--- src/rtl/xpe_wb.sv ---
// ---------------------------------------------------------------------------
// xpe_wb : XPE write-back stage.
//
// Collects 256-bit result beats from the XPE stage (which cannot be stalled)
// into a small show-ahead skid FIFO and writes them to the output RAM at
// base, base+stride, base+2*stride, ... (modulo 2^ADDR_WIDTH), whenever the
// RAM arbiter grants. A beat arriving while the FIFO is full and not being
// drained is dropped and the sticky overflow flag is raised. The dropped beat
// still counts toward completion, so a job always terminates.
//
// Parameters
//   ADDR_WIDTH  output RAM word address width
//   FIFO_DEPTH  skid FIFO entries (power of 2, >= 2)
//
// Ports
//   i_clk, i_rst       clock, asynchronous active-high reset
//   i_start            one-cycle job start (honoured in IDLE only)
//   i_addr_start_o     first output word address
//   i_addr_stride      address increment per written word
//   i_total_num        number of beats in the job
//   i_xpe_dat/_vld     result beat and its qualifier
//   i_wr_ready         RAM arbiter grant
//   o_ram_we/_waddr/_wdata  write request, address and FIFO head data
//   o_busy             high while the job runs
//   o_done             one-cycle completion pulse
//   o_ovf              sticky overflow flag, cleared by the next start
// ---------------------------------------------------------------------------
module xpe_wb #(
    parameter int ADDR_WIDTH = 12,
    parameter int FIFO_DEPTH = 4
) (
    input  logic                  i_clk,
    input  logic                  i_rst,
    input  logic                  i_start,
    input  logic [ADDR_WIDTH-1:0] i_addr_start_o,
    input  logic [ADDR_WIDTH-1:0] i_addr_stride,
    input  logic [15:0]           i_total_num,
    input  logic [255:0]          i_xpe_dat,
    input  logic                  i_xpe_dat_vld,
    input  logic                  i_wr_ready,
    output logic                  o_ram_we,
    output logic [ADDR_WIDTH-1:0] o_ram_waddr,
    output logic [255:0]          o_ram_wdata,
    output logic                  o_busy,
    output logic                  o_done,
    output logic                  o_ovf
);

    localparam int PTR_W = (FIFO_DEPTH > 1) ? $clog2(FIFO_DEPTH) : 1;
    localparam int CNT_W = PTR_W + 1;

    typedef enum logic [1:0] {
        ST_IDLE = 2'd0,
        ST_RUN  = 2'd1,
        ST_DONE = 2'd2
    } state_t;

    state_t                state_q, state_d;
    logic [ADDR_WIDTH-1:0] waddr_q, waddr_d;
    logic [ADDR_WIDTH-1:0] stride_q, stride_d;
    logic [15:0]           total_q, total_d;
    logic [15:0]           accepted_q, accepted_d;
    logic [15:0]           written_q, written_d;
    logic                  ovf_q, ovf_d;
    logic [PTR_W-1:0]      wr_ptr_q, wr_ptr_d;
    logic [PTR_W-1:0]      rd_ptr_q, rd_ptr_d;
    logic [CNT_W-1:0]      count_q, count_d;

    logic [255:0]          mem [FIFO_DEPTH];

    logic                  run;
    logic                  fifo_empty;
    logic                  fifo_full;
    logic                  ram_we;
    logic                  pop;
    logic                  push_req;
    logic                  drop;
    logic                  push;
    logic [16:0]           written_nxt;

    always_comb begin
        run         = (state_q == ST_RUN);
        fifo_empty  = (count_q == '0);
        fifo_full   = (count_q == CNT_W'(FIFO_DEPTH));
        ram_we      = run && !fifo_empty;
        pop         = ram_we && i_wr_ready;
        // Beats beyond the job length, or outside RUN, are silently ignored.
        push_req    = run && i_xpe_dat_vld && (accepted_q < total_q);
        // A full FIFO can still take a beat if the head leaves this cycle.
        drop        = push_req && fifo_full && !pop;
        push        = push_req && !drop;
        // Completion counts both real writes and dropped beats.
        written_nxt = 17'(written_q) + 17'(pop) + 17'(drop);
    end

    always_comb begin
        state_d    = state_q;
        waddr_d    = waddr_q;
        stride_d   = stride_q;
        total_d    = total_q;
        accepted_d = accepted_q;
        written_d  = written_q;
        ovf_d      = ovf_q;
        wr_ptr_d   = wr_ptr_q;
        rd_ptr_d   = rd_ptr_q;
        count_d    = count_q;

        case (state_q)
            ST_IDLE: begin
                if (i_start) begin
                    state_d    = ST_RUN;
                    waddr_d    = i_addr_start_o;
                    stride_d   = i_addr_stride;
                    total_d    = i_total_num;
                    accepted_d = '0;
                    written_d  = '0;
                    ovf_d      = 1'b0;
                end
            end
            ST_RUN: begin
                if (push_req) begin
                    accepted_d = accepted_q + 16'd1;
                end
                if (pop) begin
                    waddr_d = waddr_q + stride_q;
                end
                if (drop) begin
                    ovf_d = 1'b1;
                end
                written_d = written_nxt[15:0];
                // Also covers a zero-length job: leaves RUN on its first cycle.
                if (written_nxt == {1'b0, total_q}) begin
                    state_d = ST_DONE;
                end
            end
            ST_DONE: begin
                state_d = ST_IDLE;
            end
            default: begin
                state_d = ST_IDLE;
            end
        endcase

        // Pointers wrap naturally because FIFO_DEPTH is a power of 2.
        if (push) begin
            wr_ptr_d = wr_ptr_q + PTR_W'(1);
        end
        if (pop) begin
            rd_ptr_d = rd_ptr_q + PTR_W'(1);
        end
        count_d = count_q + CNT_W'(push) - CNT_W'(pop);
    end

    always_ff @(posedge i_clk or posedge i_rst) begin
        if (i_rst) begin
            state_q    <= ST_IDLE;
            waddr_q    <= '0;
            stride_q   <= '0;
            total_q    <= '0;
            accepted_q <= '0;
            written_q  <= '0;
            ovf_q      <= 1'b0;
            wr_ptr_q   <= '0;
            rd_ptr_q   <= '0;
            count_q    <= '0;
        end else begin
            state_q    <= state_d;
            waddr_q    <= waddr_d;
            stride_q   <= stride_d;
            total_q    <= total_d;
            accepted_q <= accepted_d;
            written_q  <= written_d;
            ovf_q      <= ovf_d;
            wr_ptr_q   <= wr_ptr_d;
            rd_ptr_q   <= rd_ptr_d;
            count_q    <= count_d;
        end
    end

    // Storage is not reset; validity is tracked by count_q alone.
    always_ff @(posedge i_clk) begin
        if (push) begin
            mem[wr_ptr_q] <= i_xpe_dat;
        end
    end

    assign o_ram_we    = ram_we;
    assign o_ram_waddr = waddr_q;
    // Masked when empty so stale storage never shows (e.g. right after reset).
    assign o_ram_wdata = fifo_empty ? '0 : mem[rd_ptr_q];
    assign o_busy      = run;
    assign o_done      = (state_q == ST_DONE);
    assign o_ovf       = ovf_q;

endmodule

--- config.mk ---
export PLATFORM = sky130hd
export DESIGN_NAME = xpe_wb
export DESIGN_NICKNAME = d
export VERILOG_FILES = /design/src/rtl/xpe_wb.sv
export SDC_FILE = /design/constraint.sdc
export NUM_CORES = 1
export LEC_CHECK = 0
export BUFFER_PORTS_ARGS = -buffer_cell sky130_fd_sc_hd__buf_4
export CAP_MARGIN = 20
export CORE_AREA = 8 8 328 330
export CTS_BUF_LIST = sky130_fd_sc_hd__clkbuf_4 sky130_fd_sc_hd__clkbuf_8
export DETAILED_ROUTE_END_ITERATION = 10
export DIE_AREA = 0 0 336 338
export HOLD_SLACK_MARGIN = 0.12
export PLACE_DENSITY_LB_ADDON = 0.1
export REMOVE_ABC_BUFFERS = 1
export SYNTH_ARGS = -nofsm -noshare
export SYNTH_HDL_FRONTEND = slang
export SYNTH_SLANG_ARGS = --single-unit
--- constraint.sdc ---
create_clock -name i_clk -period 19.7 [get_ports i_clk]
set_input_delay 1.97 -clock i_clk [delete_from_list [all_inputs] [get_ports i_clk]]
set_output_delay 1.97 -clock i_clk [all_outputs]
set_load 0.005 [all_outputs]
==> results_dict.tcl <==
set metrics [dict create \
    maxSlewHeadroom_pct 20.49 \
    holdPathStages 2 \
    rows 118 \
    finalMaxSlewViolations 0 \
    fin_tns_setup_ps 0 \
    layout_min_cycle_time_ps 7235 \
    gp_congestion 0.8503 \
    cp-startpoint "rd_ptr_q[0]" \
    vdd_drop_max_mv 0.09343 \
    synth_area_leaders "edfxtp_1 (70%), mux4_2 (13%), dfrtp_1 (4.7%), and2_1 (3.9%), ha_1 (0.97%)" \
    layout.nets 3243 \
    vias 23103 \
    overflow 0 \
    dr.pass1.iters 5 \
    io_pins 573 \
    critPathRequiredTime_ps 17730 \
    postRouteAntennaNets 0 \
    async_reset_ff_share_pct 7.414 \
    crit_path_max_fanout 43 \
    clockBufferDepth 3 \
    regArea_mm2 0.03281 \
    grt_antenna_before_repair 30 \
    stdcell_area_mm2 0.05319 \
    die-area_mm2 0.1136 \
    grt_max_degree 139 \
    syn_inst 2228 \
    drt-wirelength-per-cell_um 24.16 \
    synthesis.area_mm2 0.04370 \
    first_global_vias 24861 \
    wirelength_um 107600 \
    area_delta_synth_final_pct 21.72 \
    hold_viol 0 \
    tightest_slew_ps 1193 \
    critPathKind "flop to output port" \
    r2r-start "state_q[1]" \
    holdBufCountCts 0 \
    cts_root_buf "clkbuf_8" \
    start_util_pct 42.59 \
    drv_cap 0 \
    postSynthAreaPerCell_um2 19.61 \
    synth_area_leader_cell "edfxtp_1" \
    ys.warnings.count 0 \
    place_hpwl_um 67300 \
    crit_arrival_ps 5270 \
    grt_pass1_wl_um 158800 \
    rsz0062_at_grt "false" \
    finalSetupViolCount 0 \
    max_freq_mhz 138.2 \
    htreeDepth 4 \
    drtIter0Drc 1365 \
    cts_buffers 184 \
    fill_cells 8367 \
    fin_skew_ps 48.36 \
    ys.flop_type "edfxtp_1" \
    ctsResizeCount 0 \
    p_total_mw 8.106 \
    dpl_cell_area_mm2 0.04959 \
    cts_setup_buffers 0 \
    reg2reg_depth 9 \
    multi_input_area_mm2 0.01035 \
    r2r_slack_ps 14400 \
    core_area_mm2 0.1026 \
    hold_start "stride_q[6]" \
    clock-sinks 1106 \
    die_h_um 338 \
    start_kind "flop" \
    layout-drive-gt1-share_pct 37.98 \
    via_per_inst 5.189 \
    end_kind "output port" \
    synth_edf_count 1024 \
    port_buffers 572 \
    insertion_delay_ps 850 \
    synth_seq_cells 1106 \
    clk_pin_slew_ps 60 \
    power_per_cell_area_mw_per_mm2 152.4 \
    synth.top_cell.area_share_pct 70.36 \
    die_x_um 336 \
    finalCritPeriodShare_pct 36.73 \
    cts_tree "done" \
    hp-class "flop to flop" \
    outcome "complete, no violations" \
    p_leak_nw 18.89 \
    synth-seq-area-share_pct 75.06 \
    synth_cell_types 53 \
    drcViolationCount 0 \
    grt_use_total_pct 18.59 \
]
[synthesized netlist by cell type, types with 11 or more instances]
master / instances
nand2b_1: 15
nor3_1: 17
nand2_1: 96
o21ai_0: 38
inv_1: 27
nand4_1: 14
xnor2_1: 16
dfrtp_1: 82
buf_1: 15
and3_1: 15
xor2_1: 11
clkbuf_1: 75
o21ai_1: 15
ha_1: 34
a21oi_1: 30
mux4_2: 256
nand3_1: 26
and2_1: 270
nor2_1: 32
buf_2: 21
edfxtp_1: 1024
[sequential cells by signal, indices dropped and copies added (netlist names)]
name / count
mem: 1024
accepted_q: 16
total_q: 16
written_q: 16
o_ram_waddr: 12
stride_q: 12
count_q: 3
rd_ptr_q: 2
state_q: 2
wr_ptr_q: 2
o_ovf: 1
[worst max-delay path, stage by stage, from the launching register on]
cell and delay, ps:
dfrtp_4 930, buf_4 760, buf_4 770, buf_4 840, mux4_2 590, and2_1 220
buf_4 150
[logic make-up (layout without fill, tap and decap cells)]
| group | after synthesis | in the layout | share of synthesized area, % |
|---|---|---|---|
| simple gates | 508 | 508 | 6.485 |
| other cells | 0 | 18 | 0 |
| xor+xnor | 28 | 28 | 0.5926 |
| fa+ha+maj | 36 | 36 | 1.065 |
| buf+inv | 141 | 967 | 1.288 |
| compound gates | 141 | 141 | 2.036 |
| mux | 268 | 268 | 13.47 |
| flops | 1106 | 1106 | 75.06 |
[per-layer routing]
metal	global-route usage [%]	vias up	wire (um)
met3	7.495	170	9452
met1	22.62	11951	42580
met4	5.653	24	1906
met5	0	-	173
met2	30.56	681	53470
li1	-	10277	-
[layout by cell type (no fill, tap or decap), drive strengths merged, types with 8 or more instances in the layout]
cell,instances
edfxtp,1024
buf,604
and2,270
clkbuf,260
mux4,256
nand2,96
dfrtp,82
clkinv,65
o21ai,53
inv,35
ha,34
nor2,32
a21oi,30
nand3,26
diode,18
nor3,17
xnor2,16
nand2b,15
and3,15
nand4,14
xor2,11
mux2i,10
o311ai,9
o41ai,8
a21o,8
[area by class of cell]
| cell class | instances | area share, % |
|---|---|---|
| diodes | 18 | 0.08468 |
| multi-input cells | 981 | 19.46 |
| well taps | 1380 | 3.246 |
| flip-flops and latches | 1106 | 61.68 |
| repair buffers | 604 | 8.633 |
| clock buffers | 260 | 5.987 |
| inverters | 29 | 0.2070 |
| clock inverters | 74 | 0.7010 |
[where the power goes]
part	total, mW	leakage (nW)	internal (mW)	switching, mW
Clock	1.94	1.89	1.04	0.893
Sequential	3.24	10.4	3.07	0.171
Combinational	2.93	6.60	1.46	1.47
[through the flow]
step | util, % | std cells | hold slack, ps | worst slack (ps)
final | 51.84 | 4452 | 485.8 | 12460
after global routing | 51.81 | 4442 | 520.5 | 11880
after CTS | 51.79 | 4434 | 489.8 | 12060
after detailed placement | 48.33 | 4100 | 475.6 | 13030
after global placement | 48.29 | 4098 | 462.2 | 13040
after floorplan | - | 2116 | 449.7 | 7117
[worst paths after layout]
kind                                    end
setup / recovery           o_ram_wdata[132]
hold / removal                  stride_q[6]
setup reg to reg                 mem[3][75]
hold reg to reg                 stride_q[6]
max in group asynchronous       rd_ptr_q[0]
min in group asynchronous    o_ram_waddr[1]
(Power assumes the default switching activity.)
